--- src/rtl/uart_pkg.sv ---
// -----------------------------------------------------------------------------
// uart_pkg
// Shared definitions for the UART transmit scheduler slice:
//   state_t     - scheduler FSM encoding (IDLE/LOAD/WAIT_ACK/WAIT_DONE)
//   DATA_W_DEF  - default byte width driven to the tx engine
//   clog2()     - ceiling log2, used for index and counter widths
// No ports (package).
// -----------------------------------------------------------------------------
package uart_pkg;

    typedef enum logic [1:0] {
        ST_IDLE      = 2'd0,
        ST_LOAD      = 2'd1,
        ST_WAIT_ACK  = 2'd2,
        ST_WAIT_DONE = 2'd3
    } state_t;

    localparam int DATA_W_DEF = 8;

    // Ceiling log2 for elaboration-time widths; clog2(1) = 0.
    function automatic int clog2(input int value);
        int r;
        r = 0;
        for (int i = 0; i < 31; i++) begin
            if ((1 << i) < value) begin
                r = i + 1;
            end
        end
        return r;
    endfunction

endpackage

--- src/rtl/rr_arbiter.sv ---
// -----------------------------------------------------------------------------
// rr_arbiter
// Purely combinational round-robin pick: the winner is the first set bit of
// req at or after ptr, wrapping from NREQ-1 back to 0.
// Ports:
//   req    in   NREQ    request vector
//   ptr    in   IDX_W   index with highest priority this cycle (< NREQ)
//   grant  out  NREQ    one-hot winner (all zero when no request)
//   idx    out  IDX_W   binary index of the winner (0 when no request)
//   any    out  1       at least one request present
// -----------------------------------------------------------------------------
module rr_arbiter
    import uart_pkg::*;
#(
    parameter int NREQ  = 4,
    parameter int IDX_W = clog2(NREQ)
) (
    input  logic [NREQ-1:0]  req,
    input  logic [IDX_W-1:0] ptr,
    output logic [NREQ-1:0]  grant,
    output logic [IDX_W-1:0] idx,
    output logic             any
);

    int pos;

    always_comb begin
        grant = '0;
        idx   = '0;
        any   = 1'b0;
        pos   = 0;
        for (int k = 0; k < NREQ; k++) begin
            pos = int'(ptr) + k;
            if (pos >= NREQ) begin
                pos = pos - NREQ;
            end
            if (!any && req[pos]) begin
                any        = 1'b1;
                grant[pos] = 1'b1;
                idx        = IDX_W'(pos);
            end
        end
    end

endmodule

--- src/rtl/uart_tx_sched.sv ---
// -----------------------------------------------------------------------------
// uart_tx_sched
// Shares one UART byte transmitter among NREQ byte sources. Round-robin
// arbitration in IDLE (gated by cts and an idle engine), then a start/busy
// handshake with the tx engine: LOAD pulses tx_start, WAIT_ACK waits up to
// ACK_TO cycles for tx_busy to rise (else err_timeout and the byte is
// dropped), WAIT_DONE waits for tx_busy to fall.
//
// Handshake: a byte moves from requester i when req_valid[i] & req_ready[i]
// are both high on a rising clk edge. req_ready is combinational, at most one
// bit high, and only ever high in IDLE; a requester that drops req_valid
// before that edge is simply not granted.
//
// Optional feature macro: UART_PKT_LOCK_EN
//   defined   - a byte accepted with req_last=0 locks arbitration to its
//               requester until a req_last=1 byte is accepted or a timeout.
//   undefined - req_last is ignored; arbitration rotates every byte.
//
// Ports:
//   clk          in   1              rising-edge clock
//   rst          in   1              asynchronous active-high reset
//   req_valid    in   NREQ           requester i has a byte pending
//   req_data     in   NREQ*DATA_W    byte of requester i at [i*DATA_W +: DATA_W]
//   req_last     in   NREQ           byte ends a packet (lock feature only)
//   req_ready    out  NREQ           one-hot accept
//   cts          in   1              clear-to-send, sampled only in IDLE
//   tx_busy      in   1              tx engine shifting a byte
//   tx_start     out  1              one-cycle load pulse to the engine
//   tx_data      out  DATA_W         byte to transmit, held until next accept
//   grant_id     out  clog2(NREQ)    index of last accepted requester
//   sched_busy   out  1              scheduler not in IDLE
//   err_timeout  out  1              one-cycle pulse when tx_busy never rose
//   dbg_state    out  state_t        current FSM state
// -----------------------------------------------------------------------------
module uart_tx_sched
    import uart_pkg::*;
#(
    parameter int NREQ   = 4,
    parameter int DATA_W = DATA_W_DEF,
    parameter int ACK_TO = 16
) (
    input  logic                     clk,
    input  logic                     rst,
    input  logic [NREQ-1:0]          req_valid,
    input  logic [NREQ*DATA_W-1:0]   req_data,
    input  logic [NREQ-1:0]          req_last,
    output logic [NREQ-1:0]          req_ready,
    input  logic                     cts,
    input  logic                     tx_busy,
    output logic                     tx_start,
    output logic [DATA_W-1:0]        tx_data,
    output logic [clog2(NREQ)-1:0]   grant_id,
    output logic                     sched_busy,
    output logic                     err_timeout,
    output state_t                   dbg_state
);

    localparam int IDX_W = clog2(NREQ);
    localparam int CNT_W = clog2(ACK_TO) + 1;

    state_t           state;
    state_t           state_nx;
    logic [IDX_W-1:0] ptr;
    logic [CNT_W-1:0] ack_cnt;

    logic [NREQ-1:0]  arb_req;
    logic [NREQ-1:0]  arb_grant;
    logic [IDX_W-1:0] arb_idx;
    logic             arb_any;
    logic             can_accept;
    logic             transfer;

    // -------------------------------------------------------------------------
    // Arbitration request mask (packet lock)
    // -------------------------------------------------------------------------
`ifdef UART_PKT_LOCK_EN
    logic             lock_active;
    logic [IDX_W-1:0] lock_idx;

    always_ff @(posedge clk or posedge rst) begin
        if (rst) begin
            lock_active <= 1'b0;
            lock_idx    <= '0;
        end else if (err_timeout) begin
            lock_active <= 1'b0;
        end else if (transfer) begin
            lock_active <= !req_last[arb_idx];
            lock_idx    <= arb_idx;
        end
    end

    // While locked, only the owning requester is visible to the arbiter; an
    // idle owner therefore stalls the scheduler indefinitely.
    assign arb_req = lock_active ? (req_valid & (NREQ'(1) << lock_idx)) : req_valid;
`else
    logic unused_last;
    assign unused_last = ^req_last;
    assign arb_req     = req_valid;
`endif

    rr_arbiter #(
        .NREQ  (NREQ),
        .IDX_W (IDX_W)
    ) u_arb (
        .req   (arb_req),
        .ptr   (ptr),
        .grant (arb_grant),
        .idx   (arb_idx),
        .any   (arb_any)
    );

    // A new byte may only start from IDLE with the line clear and the engine idle.
    assign can_accept = (state == ST_IDLE) && cts && !tx_busy;
    assign transfer   = can_accept && arb_any;

    // -------------------------------------------------------------------------
    // FSM
    // -------------------------------------------------------------------------
    always_ff @(posedge clk or posedge rst) begin
        if (rst) begin
            state <= ST_IDLE;
        end else begin
            state <= state_nx;
        end
    end

    always_comb begin
        state_nx    = state;
        req_ready   = '0;
        tx_start    = 1'b0;
        err_timeout = 1'b0;
        case (state)
            ST_IDLE: begin
                if (can_accept) begin
                    req_ready = arb_grant;
                    if (arb_any) begin
                        state_nx = ST_LOAD;
                    end
                end
            end
            ST_LOAD: begin
                tx_start = 1'b1;
                state_nx = ST_WAIT_ACK;
            end
            ST_WAIT_ACK: begin
                if (tx_busy) begin
                    state_nx = ST_WAIT_DONE;
                end else if (ack_cnt == CNT_W'(ACK_TO - 1)) begin
                    // Byte is dropped, not retried; the pointer already moved on.
                    err_timeout = 1'b1;
                    state_nx    = ST_IDLE;
                end
            end
            ST_WAIT_DONE: begin
                if (!tx_busy) begin
                    state_nx = ST_IDLE;
                end
            end
            default: begin
                state_nx = ST_IDLE;
            end
        endcase
    end

    assign sched_busy = (state != ST_IDLE);
    assign dbg_state  = state;

    // -------------------------------------------------------------------------
    // Data latch, grant index, round-robin pointer, ack counter
    // -------------------------------------------------------------------------
    always_ff @(posedge clk or posedge rst) begin
        if (rst) begin
            tx_data  <= '0;
            grant_id <= '0;
            ptr      <= '0;
            ack_cnt  <= '0;
        end else begin
            if (transfer) begin
                tx_data  <= req_data[int'(arb_idx) * DATA_W +: DATA_W];
                grant_id <= arb_idx;
                ptr      <= (arb_idx == IDX_W'(NREQ - 1)) ? '0 : arb_idx + IDX_W'(1);
            end
            // Counter starts at zero on the first WAIT_ACK cycle, so the
            // timeout lands exactly ACK_TO cycles after the tx_start pulse.
            if (state == ST_LOAD) begin
                ack_cnt <= '0;
            end else if (state == ST_WAIT_ACK) begin
                ack_cnt <= ack_cnt + CNT_W'(1);
            end
        end
    end

endmodule

--- config.mk ---
export PLATFORM = sky130hd
export DESIGN_NAME = uart_tx_sched
export DESIGN_NICKNAME = d
export VERILOG_FILES = /design/src/rtl/uart_pkg.sv /design/src/rtl/rr_arbiter.sv /design/src/rtl/uart_tx_sched.sv
export SDC_FILE = /design/constraint.sdc
export NUM_CORES = 1
export LEC_CHECK = 0
export BUFFER_PORTS_ARGS = -buffer_cell sky130_fd_sc_hd__buf_2
export CORE_MARGIN = 1
export CORE_UTILIZATION = 50
export DETAILED_ROUTE_END_ITERATION = 10
export HOLD_SLACK_MARGIN = 0.08
export PLACE_DENSITY = 0.88
export SKIP_CTS_REPAIR_TIMING = 1
export SLEW_MARGIN = 5
export SYNTH_ARGS = -nofsm -noshare
export SYNTH_HDL_FRONTEND = slang
export SYNTH_SLANG_ARGS = --single-unit
--- constraint.sdc ---
create_clock -name clk -period 4 [get_ports clk]
set_clock_uncertainty 0.1 [all_clocks]
set_input_delay 0.8 -clock clk [delete_from_list [all_inputs] [get_ports clk]]
set_output_delay 0.8 -clock clk [all_outputs]
set_load 0.05 [all_outputs]
# Yosys cells after proc, flatten, opt, wreduce, memory -nomap -nowiden
# Cells that the tools add are included.
# W data, S select, Z words.
# classes
bitwise	3
reduce_logical	18
addsub	9
muxes	51
n_shift	1
n_lt_le_gt_ge	12
eq_ne	9
# ops
operator	count
$ge A32 B1 Y1 const B	4
$lt A32 B4 Y1 const B	4
$mux W32	4
$ge A32 B4 Y1 const B	3
$sub A32 B4 Y32 const B	3
$shiftx A32 B6 Y8	1
$mux W4	6
$mux W1	20
$mux W2	10
$or A4 B4 Y4	3
$logic_and A1 B1 Y1	10
$mux W5	2
$bmux W1 S2	4
$demux W1 S2	4
$pmux W2 S4	1
$add A2 B2 Y3 const B	2
$eq A2 B2 Y1 const B	3
$ne A2 B2 Y1 const B	3
$add A5 B1 Y5 const B	1
$eq A5 B4 Y1 const B	1
$logic_not A1 Y1	4
$reduce_and A4 Y1	1
$reduce_bool A2 Y1	2
$sub A2 B3 Y4 const B	1
6 further kinds	6
# totals
out_inout_bits	19
reg_bits	19
inputBits	44

# Depth between registers and ports, before layout
# Gate-level depths: netlist of the first run.
# logic_depth
depth_word	18
mapped_depth	10
mapped_depth_nobuf	8

# Hierarchy
# Synthesis of the first run repeated with hierarchy kept, for this count alone.
# unflattened
hier_cells	136
hier_area_um2	1602.8
# modules_own_cells
module	seq_area_each_um2	n_inst	area_per_inst_um2	cells_per_inst
uart_tx_sched	475.5	1	1143.6	88
rr_arbiter	0.0	1	459.2	48

# Worst setup path before layout of the first run
# No wires, ideal clock.
# synth_path
kind	register to output
startpoint	register ptr[0]
endpoint	output req_ready[2]
arrival_time_ns	2.945
setup_slack_ns	0.155
path_stages_with_launch	9
required_time_ns	3.100
cell_sequence	dfrtp_1 buf_6 inv_1 ha_1 mux4_2 nor2b_1 a221o_1 o21ai_0 a21oi_1
# synth_between
elab_chain_len	17
elab_cells_between_ends	65
# synth_lines
item	line_no	source
start: declaration	uart_tx_sched.sv:63	logic [IDX_W-1:0] ptr;
start signal: assignment	uart_tx_sched.sv:181	ptr <= (arb_idx == IDX_W'(NREQ - 1)) ? '0 : arb_idx + IDX_W'(1);
branches (longest 14 deep; another with $sub A32 B4 Y32)	-	
$mux W4 *	rr_arbiter.sv:37	if (!any && req[pos]) begin
$mux W4 *	uart_tx_sched.sv:134	if (can_accept) begin
$mux W4 *	uart_tx_sched.sv:132	case (state)
end: declaration	uart_tx_sched.sv:47	output logic [NREQ-1:0] req_ready,
# Mark *: on every way between the ends. The select of a mux whose other input is x is not followed.

# Worst setup path in the final report of the first run
# Ends and elaborated chain as after synthesis.

==> results.json, run 1 <==
{
  "hpwl_mm": 3.259,
  "cp_data_required_time_ps": 3100,
  "io_pins": 63,
  "vdd_ir_drop_max_uv": 501.1,
  "rows": 20,
  "grt_pass1_wl_mm": 6.582,
  "ys_seq_area_share_pct": 27.68,
  "async_reset_ff_share_pct": 100.0,
  "gp_congestion": 0.8091,
  "whs_endpoint": "tx_data[0]",
  "max_freq_ghz": 0.2588,
  "synth_cell_types": 44,
  "port_buffers": 58,
  "fin_area_sq_um": 2090,
  "die_w_um": 60.62,
  "yosys_register_bits": 19,
  "dp.cells": 290,
  "drive_gt1_share_pct": 35.60,
  "drc": 0,
  "yosys_warnings": 0,
  "relSlewSlack_pct": 53.99,
  "synth_top_area_share_pct": 27.68,
  "clk_path_buf_depth": 2,
  "slew_viol_final": 0,
  "grt_max_degree": 20,
  "reg2reg_depth": 7,
  "fin_crit_ps": 3864,
  "finalSetupTns_ps": 0,
  "ys.flop_type": "dfrtp_1",
  "insertion_delay_ps": 310,
  "power_mw": 1.869,
  "r2r-end": "tx_data[4]",
  "clockRootBuffer": "clkbuf_4",
  "worstReg2RegStart": "ptr[0]",
  "syn_inst": 190,
  "wl_mm": 4.268,
  "cts_buffers": 3,
  "fin_ws_ps": 136.4,
  "start_kind": "flip-flop",
  "vias": 1769,
  "hp-class": "flip-flop to flip-flop",
  "wl_per_cell_um": 14.52,
  "synth_edf_count": 0,
  "track_usage_pct": 23.77,
  "syn-num-nets": 244,
  "synthTopCellsByArea": "dfrtp_1 28%, ha_1 7.3%, mux2_4 6.1%",
  "final_hold_viol_count": 0,
  "arrival_ps": 2960,
  "hold_ws_ps": 418.6,
  "syn2layout_area_growth_pct": 21.63,
  "detail_route.iter0.violations": 127,
  "placed_area_sq_um": 2057,
  "grt_pass1_vias": 1554,
  "start_util_pct": 54.48,
  "ff2ff_setup_slack_ps": 750,
  "dieArea_sq_um": 3674,
  "synth_top_cell_by_area": "dfrtp_1",
  "critical_path_class": "flip-flop to primary output",
  "fin_util_pct": 66.27,
  "max_cap_violations": 0,
  "rsz0062_at_grt": "no",
  "synthesis.area_sq_um": 1718,
  "drt_pass1_iterations": 4,
  "status": "completed",
  "antenna_found_initial": 0,
  "dp_slack_ps": 393.2,
  "setup.worst_path.end_class": "primary output",
  "stdcell_count": 294,
  "holdPathStages": 2,
  "die_h_um": 60.62,
  "ant_nets": 0,
  "antenna_cells": 0,
  "avgSynthCellArea_sq_um": 9.042,
  "hp-start": "tx_data[0]",
  "worst_pin_slew_ps": 689.4,
  "cts_max_level": 1,
  "clkSinkCount": 19,
  "powerDensity_nw_per_um2": 894.5,
  "finalSetupViolations": 0,
  "clk_pin_slew_ps": 120,
  "cts_tree": "built",
  "p_leak_nw": 0.9846,
  "crit_fanout": 10,
  "nNetsFinal": 305,
  "finalCritPeriodShare_pct": 96.59,
  "via_per_inst": 6.017,
  "core-area_sq_um": 3153,
  "overflow": 0
}
==> how the worst max path moves through the flow <==
stage	from	cells after the start	end	slack [ps]
after floorplan	ptr[0]	8	req_ready[2]	150
after global placement	req_valid[2]	7	req_ready[3]	460
after detailed placement	req_valid[2]	7	req_ready[2]	390
after CTS	ptr[0]	8	req_ready[2]	30
after global routing	ptr[0]	8	req_ready[2]	7
final	ptr[0]	8	req_ready[2]	140
==> layout by cell type (no fill, tap or decap), types with 4 or more instances in the layout <==
| cell | n |
|---|---|
| mux2_2 | 4 |
| a21boi_0 | 5 |
| dfrtp_1 | 19 |
| inv_1 | 10 |
| mux2_4 | 7 |
| a21oi_1 | 17 |
| buf_4 | 4 |
| nor4_1 | 4 |
| a211oi_1 | 5 |
| nand2_1 | 16 |
| buf_2 | 58 |
| ha_1 | 10 |
| nand3_1 | 9 |
| a221o_1 | 8 |
| nor2_1 | 16 |
| o21ai_0 | 14 |
| a31oi_1 | 4 |
==> cells in the mapped netlist, types with 3 or more instances <==
library cell and count:
nand3_1 9, a31oi_1 4, nor4_1 4, a211oi_1 5, dfrtp_1 19, ha_1 10
inv_1 10, nand2_1 16, a21oi_1 17, a221o_1 8, o211a_1 3, o21ai_0 14
nor2_1 16, mux2_2 4, nor3b_1 3, mux2_4 7, o22ai_1 3, mux4_2 3
a21boi_0 5
==> layout make-up <==
type | count | area, sq um
timing repair buffer | 62 | 320.3
tap | 44 | 55.05
sequential | 19 | 475.5
inverter | 10 | 37.54
fill | 291 | 1064
clock buffer | 3 | 22.52
multi-input combinational | 155 | 1171
clock inverter | 1 | 7.507
==> registers in the layout, indices dropped and copies added (netlist names) <==
| register | flops |
|---|---|
| tx_data | 8 |
| ack_cnt | 5 |
| dbg_state | 2 |
| grant_id | 2 |
| ptr | 2 |
==> kinds of logic after synthesis <==
group	share of synthesized area [%]
AOI/OAI and AO/OA	28.12
muxes	14.57
DFF	27.68
adders and majority gates	7.283
and+or+nand+nor	18.06
buffers and inverters	4.298
==> where the power goes <==
part | internal, mW | total [mW] | switching [mW]
logic | 0.532 | 1.42 | 0.885
clock network | 0.0381 | 0.103 | 0.0650
registers | 0.286 | 0.349 | 0.0630
==> worst max-delay path, cell delays in order, from the launching register on <==
cell and delay [ps]:
dfrtp_1 370, inv_1 150, ha_1 410, mux4_2 660, nor2b_2 300, a221o_1 200, o21ai_0 90, a21oi_1 180
buf_2 280
==> routing by layer <==
metal	global-route usage (%)	routed length, um	share of wire (%)
met1	31.21	1893	44
met2	40.50	1978	46
met3	3.412	309	7.2
met4	7.792	87	2.0
met5	0	0	0
(Power assumes the default switching activity.)
==> inputs of run 2 (changes only) <==
--- a/config.mk
+++ b/config.mk
@@ -5,12 +5,13 @@
 export SDC_FILE = /design/constraint.sdc
 export NUM_CORES = 1
 export LEC_CHECK = 0
+export ABC_CLOCK_PERIOD_IN_PS = 3300
 export BUFFER_PORTS_ARGS = -buffer_cell sky130_fd_sc_hd__buf_2
 export CORE_MARGIN = 1
-export CORE_UTILIZATION = 50
+export CORE_UTILIZATION = 45
 export DETAILED_ROUTE_END_ITERATION = 10
 export HOLD_SLACK_MARGIN = 0.08
-export PLACE_DENSITY = 0.88
+export PLACE_DENSITY = 0.84
 export SKIP_CTS_REPAIR_TIMING = 1
 export SLEW_MARGIN = 5
 export SYNTH_ARGS = -nofsm -noshare
==> constraint.sdc (replaced) <==
create_clock -name clk -period 3.3 [get_ports clk]
set_clock_uncertainty 0.1 [all_clocks]
set_input_delay 0.33 -clock clk [delete_from_list [all_inputs] [get_ports clk]]
set_output_delay 0.33 -clock clk [all_outputs]
set_load 0.05 [all_outputs]
==> results.json, run 2 (same netlist as run 1, synthesis figures left out) <==
{
  "core-area_sq_um": 3661,
  "syn2layout_area_growth_pct": 27.24,
  "power_mw": 2.436,
  "top_regs": "tx_data (8), ack_cnt (5)",
  "cts_buffers": 3,
  "gp_congestion": 0.8302,
  "arrival_ps": 2680,
  "overflow": 0,
  "start_util_pct": 46.92,
  "stdcell_count": 301,
  "clkSinkCount": 19,
  "fin_util_pct": 59.71,
  "finalSetupTns_ps": 0,
  "relSlewSlack_pct": 55.05,
  "rsz0062_at_grt": "no",
  "status": "completed",
  "finalSetupViolations": 0,
  "grt_pass1_wl_mm": 6.748,
  "final_cell_mix": "58 x buf_2, 19 x dfrtp_1, 16 x nand2_1, 16 x nor2_1, 14 x o21ai_0",
  "setup.worst_path.end_class": "primary output",
  "antenna_cells": 0,
  "ant_nets": 0,
  "die_h_um": 63.79,
  "slew_viol_final": 0,
  "drive_gt1_share_pct": 38.34,
  "dp.cells": 295,
  "largest_register_ff_count": 8,
  "rows": 22,
  "io_pins": 63,
  "cp_data_required_time_ps": 2870,
  "drc": 0,
  "clk_pin_slew_ps": 80,
  "detail_route.iter0.violations": 132,
  "fin_crit_ps": 3108,
  "crit_chain": "inv_1, ha_1, mux4_2, nor2b_4, a221o_1, o21ai_0, a21oi_2, buf_2",
  "hpwl_mm": 3.250,
  "worst_pin_slew_ps": 673.5,
  "antenna_found_initial": 0,
  "cpPeakStageDelay_ps": 680,
  "crit_fanout": 10,
  "vdd_ir_drop_max_uv": 619.2,
  "powerDensity_nw_per_um2": 1114,
  "dieArea_sq_um": 4069,
  "cts_tree": "built",
  "fin_area_sq_um": 2186,
  "drt_pass1_iterations": 4,
  "finalCritPeriodShare_pct": 94.19,
  "fillers": 315,
  "die_w_um": 63.79,
  "vias": 1760,
  "clockRootBuffer": "clkbuf_8",
  "critical_path_class": "flip-flop to primary output",
  "final_hold_viol_count": 0,
  "wl_per_cell_um": 14.07,
  "seq_area_sq_um": 475.5,
  "multiInputGateArea_sq_um": 1196,
  "hp-class": "input port to asynchronous set/reset pin",
  "placed_area_sq_um": 2085,
  "crit_slowest_cell": "mux4_2",
  "final_common_cell": "buf_2",
  "clk_path_buf_depth": 2,
  "max_freq_ghz": 0.3217,
  "grt_max_degree": 20,
  "track_usage_pct": 20.69,
  "port_buffers": 58,
  "p_leak_nw": 1.021,
  "cts_max_level": 1,
  "start_kind": "flip-flop",
  "nNetsFinal": 308,
  "max_cap_violations": 0,
  "regMostFlops": "tx_data",
  "insertion_delay_ps": 260,
  "wl_mm": 4.234,
  "grt_pass1_vias": 1548,
  "via_per_inst": 5.847
}
-- run 2: cell type report --
type | count | share of cell area [%]
well taps | 48 | 2.748
inverters | 10 | 1.717
clock inverters | 1 | 0.3434
clock buffers | 3 | 1.889
multi-input cells | 155 | 54.72
repair buffers | 65 | 16.83
flip-flops and latches | 19 | 21.75
-- run 2: routing by layer --
metal,vias to the layer above,GRT usage [%],wire (um)
li1,848,-,-
met1,824,26.81,1819
met2,80,35.90,2074
met3,8,2.857,287
met4,0,5.398,53
met5,-,0,0
-- run 2: power breakdown --
| group | switching [mW] | internal (mW) | leakage [nW] |
|---|---|---|---|
| Clock | 0.0795 | 0.0850 | 0.0217 |
| Sequential | 0.0707 | 0.347 | 0.230 |
| Combinational | 1.11 | 0.743 | 0.770 |
| Total | 1.26 | 1.17 | 1.02 |
-- run 2: critical path, delay by kind of cell, from the launching register on --
family / cells / cell delay (ps)
muxes: 1 / 680
AOI/OAI and AO/OA: 3 / 420
adders and majority gates: 1 / 370
buffers and inverters: 2 / 360
DFF: 1 / 340
and+or+nand+nor: 1 / 240
-- run 2: through the flow --
step | setup slack [ps] | hold WS, ps
floorplan | 187.3 | 181.1
global placement | 256.4 | 365.1
detailed placement | 216.2 | 375.0
CTS | -55.14 | 90.39
global route | 33.13 | 122.0
finish | 191.6 | 58.92
-- run 2: path summary, 6_finish.rpt --
check                                to  slack [ps]  cells past startpoint         start
max reg2reg                  tx_data[6]         280                      8        ptr[1]
min reg2reg                  tx_data[4]         410                      1    tx_data[4]
min in group clk             tx_data[3]         320                      4  req_data[11]
max in group asynchronous    tx_data[0]        2610                      2           rst
min                          ack_cnt[0]          60                      2           rst
max                        req_ready[3]         190                      8        ptr[1]
==> inputs of run 3 (changes only) <==
--- a/config.mk
+++ b/config.mk
@@ -9,6 +9,7 @@
 export BUFFER_PORTS_ARGS = -buffer_cell sky130_fd_sc_hd__buf_2
 export CORE_MARGIN = 1
 export CORE_UTILIZATION = 45
+export CTS_BUF_LIST = sky130_fd_sc_hd__clkbuf_16
 export DETAILED_ROUTE_END_ITERATION = 10
 export HOLD_SLACK_MARGIN = 0.08
 export PLACE_DENSITY = 0.84
==> results.json, run 3 (same netlist as run 1, synthesis figures left out) <==
{
  "status": "completed",
  "drive_gt1_share_pct": 37.85,
  "hp-class": "input port to asynchronous set/reset pin",
  "antenna_cells": 0,
  "grt_pass1_wl_mm": 6.906,
  "finalCritPeriodShare_pct": 94.39,
  "max_freq_ghz": 0.3211,
  "via_per_inst": 5.880,
  "worst_pin_slew_ps": 683.6,
  "vias": 1758,
  "clk_path_buf_depth": 2,
  "placed_area_sq_um": 2085,
  "powerDensity_nw_per_um2": 1112,
  "wl_mm": 4.234,
  "core-area_sq_um": 3661,
  "io_pins": 63,
  "insertion_delay_ps": 250,
  "clk_pin_slew_ps": 60,
  "relSlewSlack_pct": 54.37,
  "port_buffers": 58,
  "finalSetupViolations": 0,
  "hold_ws_ps": 74.66,
  "ant_nets": 0,
  "detail_route.iter0.violations": 116,
  "die_h_um": 63.79,
  "fin_area_sq_um": 2180,
  "drt_pass1_iterations": 4,
  "critical_path_class": "flip-flop to flip-flop",
  "wl_per_cell_um": 14.16,
  "crit_fanout": 10,
  "grt_pass1_vias": 1597,
  "p_leak_nw": 1.017,
  "max_cap_violations": 0,
  "antenna_found_initial": 0,
  "largest_register_ff_count": 8,
  "cts_max_level": 1,
  "regMostFlops": "tx_data",
  "final_cell_mix": "58 x buf_2, 19 x dfrtp_1, 16 x nand2_1, 16 x nor2_1, 14 x o21ai_0",
  "syn2layout_area_growth_pct": 26.88,
  "final_hold_viol_count": 0,
  "setup.worst_path.end_class": "flip-flop",
  "gp_congestion": 0.8302,
  "dp_slack_ps": 216.2,
  "clkSinkCount": 19,
  "stdcell_count": 299,
  "met2_usage_pct": 37.50,
  "die_w_um": 63.79,
  "start_kind": "flip-flop",
  "seq_area_sq_um": 475.5,
  "nNetsFinal": 306,
  "final_common_cell": "buf_2",
  "multiInputGateArea_sq_um": 1196,
  "fillers": 316,
  "vdd_ir_drop_max_uv": 729.6,
  "overflow": 0,
  "arrival_ps": 3140,
  "top_regs": "tx_data (8), ack_cnt (5)",
  "rows": 22,
  "gr-usage-met1_pct": 25.85,
  "cts_tree": "built",
  "start_util_pct": 46.92,
  "dieArea_sq_um": 4069,
  "grt_use_met3_pct": 4.286,
  "worstReg2RegStart": "ptr[1]",
  "cts_buffers": 3,
  "finalSetupTns_ps": 0,
  "cp_data_required_time_ps": 3330,
  "clockRootBuffer": "clkbuf_16",
  "grt_most_used_layer": "met2",
  "drc": 0,
  "track_usage_pct": 21.13,
  "dp.cells": 295,
  "slew_viol_final": 0,
  "fin_crit_ps": 3115,
  "cp-startpoint": "ptr[1]",
  "fin_ws_ps": 185.3,
  "grt_max_degree": 20,
  "rsz0062_at_grt": "no",
  "hpwl_mm": 3.250
}
run 3: cell types whose count changed in the layout (fill, tap and decap cells not counted):
cell | before | now
clkbuf_16 | 0 | 3
buf_12 | 2 | 0
clkbuf_8 | 3 | 0
run 3: final timing paths:
kind	slack, ps	endpoint	cells past startpoint
worst min-delay path	70	ack_cnt[0]	2
min in group clk	330	tx_data[3]	4
max in group asynchronous	2590	tx_data[2]	2
worst max-delay path	190	tx_data[1]	7
worst min register to register	400	tx_data[0]	2
worst max register to register	190	tx_data[1]	7
run 3: where the power goes:
group          switching, mW  leakage (nW)  total [mW]  internal (mW)
logic                   1.09         0.750        1.76          0.662
registers             0.0710         0.230       0.419          0.348
clock network         0.0858        0.0371       0.249          0.164
total                   1.25          1.02        2.42           1.17
run 3: routing by layer:
metal  wire [um]  share of wire [%]
met5           0                  0
met1        1807                 43
met3         322                7.6
met4          40               0.94
met2        2062                 49
run 3: final cells by class:
class | instances | area share (%)
repair buffers | 63 | 15.04
multi-input cells | 155 | 54.88
well taps | 48 | 2.755
inverters | 10 | 1.722
clock inverters | 1 | 0.3444
flip-flops and latches | 19 | 21.81
clock buffers | 3 | 3.444
run 3: through the flow:
| stage | util, % | total power [mW] |
|---|---|---|
| 2_1_floorplan | - | 1.812 |
| 3_3_place_gp | 56.94 | 2.105 |
| 3_5_place_dp | 56.94 | 2.143 |
| 4_1_cts | 59.19 | 2.403 |
| 5_1_grt | 59.54 | 2.593 |
| 6_report | 59.54 | 2.425 |
run 3: critical path, cell delays in order, from the launching register on:
cell      delay, ps
dfrtp_1         340
inv_1            80
ha_1            370
mux4_2          680
o211ai_4        310
a21boi_4        450
mux2_4          330
a221o_1         330
